==> src/rtl/packet_loader.sv <==
// rtl/packet_loader.sv - UART boot loader: parses LOAD/RUN frames, writes RAM, releases CPU reset
//
// Purpose: receives framed bytes from a UART receiver, writes LOAD payload words
// into RAM, answers each frame with ACK/NAK, and releases the CPU from reset
// after an acknowledged RUN frame.
//
// Ports:
//   clk, rst_n        clock, asynchronous active-low reset
//   rx_data, rx_done  received byte and its one-cycle strobe
//   tx_data, transmit byte to send and its one-cycle start strobe
//   tx_done           transmission-complete strobe
//   ram_addr, ram_data, ram_we   RAM word write port
//   trigger           re-enter boot mode (highest priority)
//   booting, cpu_rst  boot-mode flag and CPU reset (active-high)
//   err               sticky error flag (NAK or timeout)
module packet_loader #(
  parameter int ADDR_W     = 16,
  parameter int WORD_BYTES = 1,
  parameter int TIMEOUT    = 1000000
) (
  input  logic                    clk,
  input  logic                    rst_n,
  input  logic [7:0]              rx_data,
  input  logic                    rx_done,
  output logic [7:0]              tx_data,
  output logic                    transmit,
  input  logic                    tx_done,
  output logic [ADDR_W-1:0]       ram_addr,
  output logic [8*WORD_BYTES-1:0] ram_data,
  output logic                    ram_we,
  input  logic                    trigger,
  output logic                    booting,
  output logic                    cpu_rst,
  output logic                    err
);

  localparam logic [7:0]  SYNC      = 8'hA5;
  localparam logic [7:0]  CMD_LOAD  = 8'h01;
  localparam logic [7:0]  CMD_RUN   = 8'h02;
  localparam logic [7:0]  ACK       = 8'h06;
  localparam logic [7:0]  NAK       = 8'h15;
  localparam logic [1:0]  LAST_BYTE = 2'(WORD_BYTES - 1);
  localparam logic [31:0] TMO_LAST  = 32'(TIMEOUT - 1);

  typedef enum logic [3:0] {
    S_IDLE, S_CMD, S_ADDR_H, S_ADDR_L, S_LEN_H, S_LEN_L,
    S_DATA, S_CSUM, S_REPLY, S_WAIT_TX, S_RUN
  } state_e;

  state_e                  state_q, state_d;
  logic                    is_load_q, is_load_d;
  logic [7:0]              hi_q, hi_d;        // holds ADDR_H / LEN_H until the low byte arrives
  logic [15:0]             len_q, len_d;      // words still to receive
  logic [1:0]              bcnt_q, bcnt_d;    // byte lane within the current word
  logic [ADDR_W-1:0]       addr_q, addr_d;
  logic [8*WORD_BYTES-1:0] data_q, data_d;
  logic                    we_q, we_d;
  logic [7:0]              sum_q, sum_d;
  logic                    good_q, good_d;
  logic [7:0]              tx_data_q, tx_data_d;
  logic                    transmit_q, transmit_d;
  logic                    booting_q, booting_d;
  logic                    cpu_rst_q, cpu_rst_d;
  logic                    err_q, err_d;
  logic [31:0]             tmo_q, tmo_d;

  logic [15:0] word16;
  logic [7:0]  csum_total;
  logic        in_frame;

  assign word16     = {hi_q, rx_data};
  assign csum_total = sum_q + rx_data;
  assign in_frame   = (state_q >= S_CMD) && (state_q <= S_CSUM);

  always_comb begin
    state_d    = state_q;
    is_load_d  = is_load_q;
    hi_d       = hi_q;
    len_d      = len_q;
    bcnt_d     = bcnt_q;
    addr_d     = addr_q;
    data_d     = data_q;
    we_d       = 1'b0;
    sum_d      = sum_q;
    good_d     = good_q;
    tx_data_d  = tx_data_q;
    transmit_d = 1'b0;
    booting_d  = booting_q;
    cpu_rst_d  = cpu_rst_q;
    err_d      = err_q;
    tmo_d      = tmo_q;

    // Address advances at the end of the write-strobe cycle so the strobe sees it stable.
    if (we_q) begin
      addr_d = addr_q + ADDR_W'(1);
    end

    if (trigger) begin
      state_d   = S_IDLE;
      booting_d = 1'b1;
      cpu_rst_d = 1'b1;
      err_d     = 1'b0;
      sum_d     = 8'd0;
      tmo_d     = 32'd0;
      bcnt_d    = 2'd0;
    end else begin
      case (state_q)
        S_IDLE: begin
          tmo_d = 32'd0;
          if (rx_done && rx_data == SYNC) begin
            sum_d   = 8'd0;
            state_d = S_CMD;
          end
        end
        S_CMD: if (rx_done) begin
          if (rx_data == CMD_LOAD || rx_data == CMD_RUN) begin
            is_load_d = (rx_data == CMD_LOAD);
            sum_d     = rx_data;
            state_d   = S_ADDR_H;
          end else begin
            state_d = S_IDLE;
          end
        end
        S_ADDR_H: if (rx_done) begin
          hi_d    = rx_data;
          sum_d   = csum_total;
          state_d = S_ADDR_L;
        end
        S_ADDR_L: if (rx_done) begin
          addr_d  = word16[ADDR_W-1:0];
          sum_d   = csum_total;
          state_d = S_LEN_H;
        end
        S_LEN_H: if (rx_done) begin
          hi_d    = rx_data;
          sum_d   = csum_total;
          state_d = S_LEN_L;
        end
        S_LEN_L: if (rx_done) begin
          len_d   = word16;
          bcnt_d  = 2'd0;
          sum_d   = csum_total;
          state_d = (word16 == 16'd0) ? S_CSUM : S_DATA;
        end
        S_DATA: if (rx_done) begin
          sum_d = csum_total;
          if (is_load_q) begin
            for (int i = 0; i < WORD_BYTES; i++) begin
              if (bcnt_q == 2'(i)) data_d[8*i +: 8] = rx_data;
            end
          end
          if (bcnt_q == LAST_BYTE) begin
            bcnt_d = 2'd0;
            we_d   = is_load_q;
            len_d  = len_q - 16'd1;
            if (len_q == 16'd1) state_d = S_CSUM;
          end else begin
            bcnt_d = bcnt_q + 2'd1;
          end
        end
        S_CSUM: if (rx_done) begin
          good_d  = (csum_total == 8'd0);
          state_d = S_REPLY;
        end
        S_REPLY: begin
          transmit_d = 1'b1;
          tx_data_d  = good_q ? ACK : NAK;
          if (!good_q) err_d = 1'b1;
          state_d = S_WAIT_TX;
        end
        S_WAIT_TX: if (tx_done) begin
          if (good_q && !is_load_q) begin
            booting_d = 1'b0;
            cpu_rst_d = 1'b0;
            state_d   = S_RUN;
          end else begin
            state_d = S_IDLE;
          end
        end
        S_RUN: ;  // CPU owns the system; only trigger leaves this state
        default: state_d = S_IDLE;
      endcase

      // Inter-byte watchdog: any received byte rearms it, silence for TIMEOUT cycles aborts.
      if (in_frame) begin
        if (rx_done) begin
          tmo_d = 32'd0;
        end else if (tmo_q == TMO_LAST) begin
          tmo_d   = 32'd0;
          err_d   = 1'b1;
          state_d = S_IDLE;
        end else begin
          tmo_d = tmo_q + 32'd1;
        end
      end
    end
  end

  always_ff @(posedge clk or negedge rst_n) begin
    if (!rst_n) begin
      state_q    <= S_IDLE;
      is_load_q  <= 1'b0;
      hi_q       <= 8'd0;
      len_q      <= 16'd0;
      bcnt_q     <= 2'd0;
      addr_q     <= '0;
      data_q     <= '0;
      we_q       <= 1'b0;
      sum_q      <= 8'd0;
      good_q     <= 1'b0;
      tx_data_q  <= 8'd0;
      transmit_q <= 1'b0;
      booting_q  <= 1'b1;
      cpu_rst_q  <= 1'b1;
      err_q      <= 1'b0;
      tmo_q      <= 32'd0;
    end else begin
      state_q    <= state_d;
      is_load_q  <= is_load_d;
      hi_q       <= hi_d;
      len_q      <= len_d;
      bcnt_q     <= bcnt_d;
      addr_q     <= addr_d;
      data_q     <= data_d;
      we_q       <= we_d;
      sum_q      <= sum_d;
      good_q     <= good_d;
      tx_data_q  <= tx_data_d;
      transmit_q <= transmit_d;
      booting_q  <= booting_d;
      cpu_rst_q  <= cpu_rst_d;
      err_q      <= err_d;
      tmo_q      <= tmo_d;
    end
  end

  assign tx_data  = tx_data_q;
  assign transmit = transmit_q;
  assign ram_addr = addr_q;
  assign ram_data = data_q;
  assign ram_we   = we_q;
  assign booting  = booting_q;
  assign cpu_rst  = cpu_rst_q;
  assign err      = err_q;

endmodule

==> config.mk <==
export PLATFORM = sky130hd
export DESIGN_NAME = packet_loader
export DESIGN_NICKNAME = d
export VERILOG_FILES = /design/src/rtl/packet_loader.sv
export SDC_FILE = /design/constraint.sdc
export NUM_CORES = 1
export LEC_CHECK = 0
export ABC_AREA = 0
export BUFFER_PORTS_ARGS = -buffer_cell sky130_fd_sc_hd__buf_2
export CAP_MARGIN = 15
export CORE_MARGIN = 2
export CORE_UTILIZATION = 35
export DETAILED_ROUTE_END_ITERATION = 8
export SLEW_MARGIN = 10
export SYNTH_ARGS = -nofsm -noshare
export SYNTH_HDL_FRONTEND = slang
export SYNTH_SLANG_ARGS = --single-unit
==> constraint.sdc <==
create_clock -name clk -period 3.1 [get_ports clk]
set_clock_uncertainty 0.2 [all_clocks]
set_input_delay 0.775 -clock clk [delete_from_list [all_inputs] [get_ports clk]]
set_output_delay 0.775 -clock clk [all_outputs]
set_load 0.01 [all_outputs]
Yosys cells after proc, flatten, opt, wreduce, memory -nomap -nowiden
Index checks and enable logic that the tools add are counted.
W data, S select, Z words.
{ "word_totals": {"register_bits": 108, "input_bits": 13, "output_inout_bits": 37} }
{ "op_classes": {"addsub": 5, "n_lt_le_gt_ge": 2, "eq_ne": 24, "muxes": 60, "n_bitwise": 1, "reduce_logical": 27} }
{ "op_table": {"columns": ["op", "n"], "rows": [
  ["$mux W32", 5],
  ["$mux W16", 7],
  ["$mux W4", 16],
  ["$pmux W4 S11", 1],
  ["$mux W8", 5],
  ["$add A32 B1 Y32 const B", 1],
  ["$eq A32 B20 Y1 const B", 1],
  ["$pmux W16 S2", 1],
  ["$pmux W8 S3", 1],
  ["$mux W1", 17],
  ["$add A16 B1 Y16 const B", 1],
  ["$eq A16 B1 Y1 const B", 1],
  ["$eq A4 B3 Y1 const B", 4],
  ["$logic_not A16 Y1", 1],
  ["$sub A16 B1 Y16 const B", 1],
  ["$ne A3 B3 Y1 const B", 5],
  ["$reduce_and A5 Y1", 3],
  ["$eq A4 B4 Y1 const B", 3],
  ["$reduce_and A3 Y1", 4],
  ["$mux W2", 5],
  ["$add A8 B8 Y8", 1],
  ["$eq A4 B2 Y1 const B", 2],
  ["$eq A8 B1 Y1 const B", 1],
  ["$eq A8 B2 Y1 const B", 1],
  ["other kinds (23)", 31]
]} }

Longest topological paths before layout
{ "logic_depth": {"word_depth": 9, "ltp_mapped": 8, "mapped_depth_nobuf": 8} }

Least setup slack after synthesis
No wires, ideal clock.
{ "synth_path": {"path_kind": "in2reg", "from": "in rx_data[0]", "to": "reg good_q", "t_arrival_ps": 2666, "required_time_ps": 2808, "setup_slack_ps": 143, "stages": 8, "path_buffers": 0, "path_cell_list": "ha_1 > fa_1 > a211oi_1 > o21bai_1 > a21oi_1 > xnor2_1 > or4_1 > o31ai_2"} }
{ "synth_between": {"elab_chain_cells": 2} }
{ "synth_rtl": {"columns": ["item", "line", "source"], "rows": [
  ["from (decl)", "23", "input logic [7:0] rx_data,"],
  ["$add A8 B8 Y8", "72", "assign csum_total = sum_q + rx_data;"],
  ["$logic_not A8 Y1", "162", "good_d = (csum_total == 8'd0);"],
  ["to (signal assigned)", "227", "good_q <= good_d;"],
  ["to (decl)", "59", "logic good_q, good_d;"]
]} }
No other way between the ends.
A chain may end at the register's enable or synchronous reset.

Worst setup path in the final report
Same ends and word-level chain as after synthesis.

==> results.json <==
{
  "outcome": "finished clean",
  "syn-cell-area_um2": 5650,
  "yosys-top-cells-count": "dfrtp_1 (102), nor2_1 (63), nand2_1 (59)",
  "gp_congestion": 0.852,
  "die_h_um": 131,
  "cp-start-kind": "input pin",
  "period_needed_ns": 2.85,
  "clock_latency_ns": 0.35,
  "drv_cap": 0,
  "cts_tree": "yes",
  "required_ns": 3.17,
  "synth_enable_flop_cells": 0,
  "grt_start_max_net_pins": 44,
  "wirelength_met1_um": 6650,
  "track_usage_pct": 17.0,
  "die-area_um2": 17200,
  "synth_seq_area_share_pct": 45.6,
  "cp-end-kind": "register",
  "critical_path_arrival_ns": 2.92,
  "async_reset_ff_share_pct": 100,
  "wl_met2_um": 6490,
  "fin_cells": 877,
  "antennaDiodeCount": 0,
  "whs_ns": 0.205,
  "cts-root-buf": "clkbuf_16",
  "synth_flop_cell": "dfrtp_1",
  "syn_area_per_cell_um2": 9.43,
  "worst_slew_pin_slew_ns": 0.645,
  "synth_largest_area_cell": "dfrtp_1",
  "dieWidth_um": 131,
  "p_per_area_nw_per_um2": 405,
  "grt-ovfl-total": 0,
  "core-area_um2": 15800,
  "synth.most_common_cell": "dfrtp_1",
  "drc_errors": 0,
  "path_clk_slew_ns": 0.06,
  "ys.warnings.count": 0,
  "leakagePower_nw": 2.74,
  "finalHoldViolCount": 0,
  "max-vdd-ir-drop_v": 0.000285,
  "numCtsBuffers": 9,
  "grt_pass1_vias": 4543,
  "setup_violations": 0,
  "maxSlewHeadroom_pct": 56.5,
  "antenna_found_initial": 0,
  "synth_area_leaders": "dfrtp_1 (45%), xor2_1 (4.8%), nor2_1 (4.2%), o21ai_0 (4.1%), nand2_1 (3.9%)",
  "ctsHoldBuffers": 0,
  "dp_cells": 862,
  "max_freq_mhz": 351,
  "cts_resized": 0,
  "crit_fanout": 2,
  "ys_ff_latch": 103,
  "synth_cell_type_count": 60,
  "highest_layer": "met4",
  "syn2layout_area_growth_pct": 15.5,
  "start_util_pct": 35.7,
  "nets": 684,
  "fillers": 1586,
  "ctsHtreeMaxLevel": 3,
  "synth_top_area_share_pct": 45.2,
  "maxSlewViolCount": 0,
  "drive_gt1_share_pct": 16.9,
  "wl_per_cell_um": 15.8,
  "firstDrtPassIters": 5,
  "fin_crit_sh_pct": 92.0,
  "ios": 50,
  "drt_iter0_drc": 257,
  "route.met3.wl_um": 555,
  "antenna_left": 0,
  "cts_setup_buffers": 0,
  "port_buffers": 45,
  "min_path_type": "input pin to async pin",
  "wl_um": 13800,
  "worstSetupPathType": "input pin to register",
  "rsz0062_at_grt": "false",
  "cts_buffer_depth": 2,
  "vias": 4722,
  "routed_via_density": 5.38,
  "dp_hpwl_um": 9870,
  "rows": 46,
  "synthCells": 599,
  "grt_pass1_wl_um": 23000,
  "cts_num_sinks": 103
}
-- metal layers --
metal	vias up	global-route usage, %
li1	2261	-
met1	2343	23.3
met2	106	27.6
met3	12	3.41
met4	0	4.63
met5	-	0
-- worst max-delay path, cell delays in order --
cell	delay [ns]
buf_2	0.11
ha_1	0.22
fa_1	0.40
a211oi_1	0.30
o21bai_1	0.11
a21oi_1	0.18
xnor2_1	0.09
or4_1	0.55
o31ai_2	0.18
-- cells in the final DEF (no fill, tap or decap), drive strengths merged, types with 4 or more instances in the layout --
cell and n:
nand2 59, nor2b 8, clkbuf 15, nor2 63
or4 5, nand3 19, xor2 31, ha 13
o2bb2ai 10, and4 4, and3 9, a21oi 28
nand4 17, buf 73, a22oi 8, dfrtp 102
nor3 19, nor4 16, a31oi 4, xnor2 20
nand2b 6, inv 9, o21ai 46, mux2 18
conb 4, nor4b 4
-- logic make-up after synthesis --
logic type / count (synthesis) / share of synthesized area [%]
other: 1 / 0.0664
adders and majority gates: 14 / 3.23
AOI/OAI and AO/OA: 129 / 14.5
xor gates and xnor gates: 51 / 7.91
and+or+nand+nor: 244 / 21.9
DFF: 103 / 45.6
buffers and inverters: 38 / 3.03
muxes: 19 / 3.76
-- path summary, 6_finish.rpt --
kind                       startpoint    endpoint  slack, ns  cells past startpoint
hold / removal                  rst_n   tmo_q[21]       0.21                      1
max in group asynchronous       rst_n     hi_q[4]       1.79                      2
min in group clk           tx_data[2]  tx_data[2]       0.27                      1
setup reg to reg           state_q[1]      good_q       0.39                      5
setup / recovery           rx_data[0]      good_q       0.25                      9
hold reg to reg            tx_data[2]  tx_data[2]       0.27                      1
-- report_power, final --
part	leakage, nW	internal (mW)	switching, mW
Sequential	1.36	1.36	0.0264
Clock	0.136	0.608	0.487
Combinational	1.24	0.0579	0.103
Total	2.74	2.03	0.616
-- layout make-up --
class	count	area, um2	share of cell area [%]
flip-flops and latches	103	2580	39.5
inverters	9	33.8	0.517
clock buffers	15	278	4.25
repair buffers	73	450	6.90
well taps	216	270	4.14
multi-input cells	461	2920	44.7
-- registers in the layout, summed over array words and instances, names as in the netlist --
name,count
tmo_q,32
len_q,16
ram_addr,16
hi_q,8
ram_data,8
sum_q,8
state_q,4
tx_data,3
bcnt_q,2
cpu_rst,1
err,1
good_q,1
is_load_q,1
ram_we,1
transmit,1
-- stage by stage --
stage	util [%]	TNS, ns	total power [mW]	setup WS [ns]	cell area (um2)
after CTS	41.2	0	2.69	0.239	6530
after floorplan	-	0	1.48	0.143	5660
after global placement	39.5	-0.109	1.57	-0.109	6250
after detailed placement	39.5	-0.127	1.58	-0.127	6250
final	41.2	0	2.65	0.247	6530
after global routing	41.2	0	2.75	0.108	6530
Note: power is estimated with default switching activity, not from simulation.
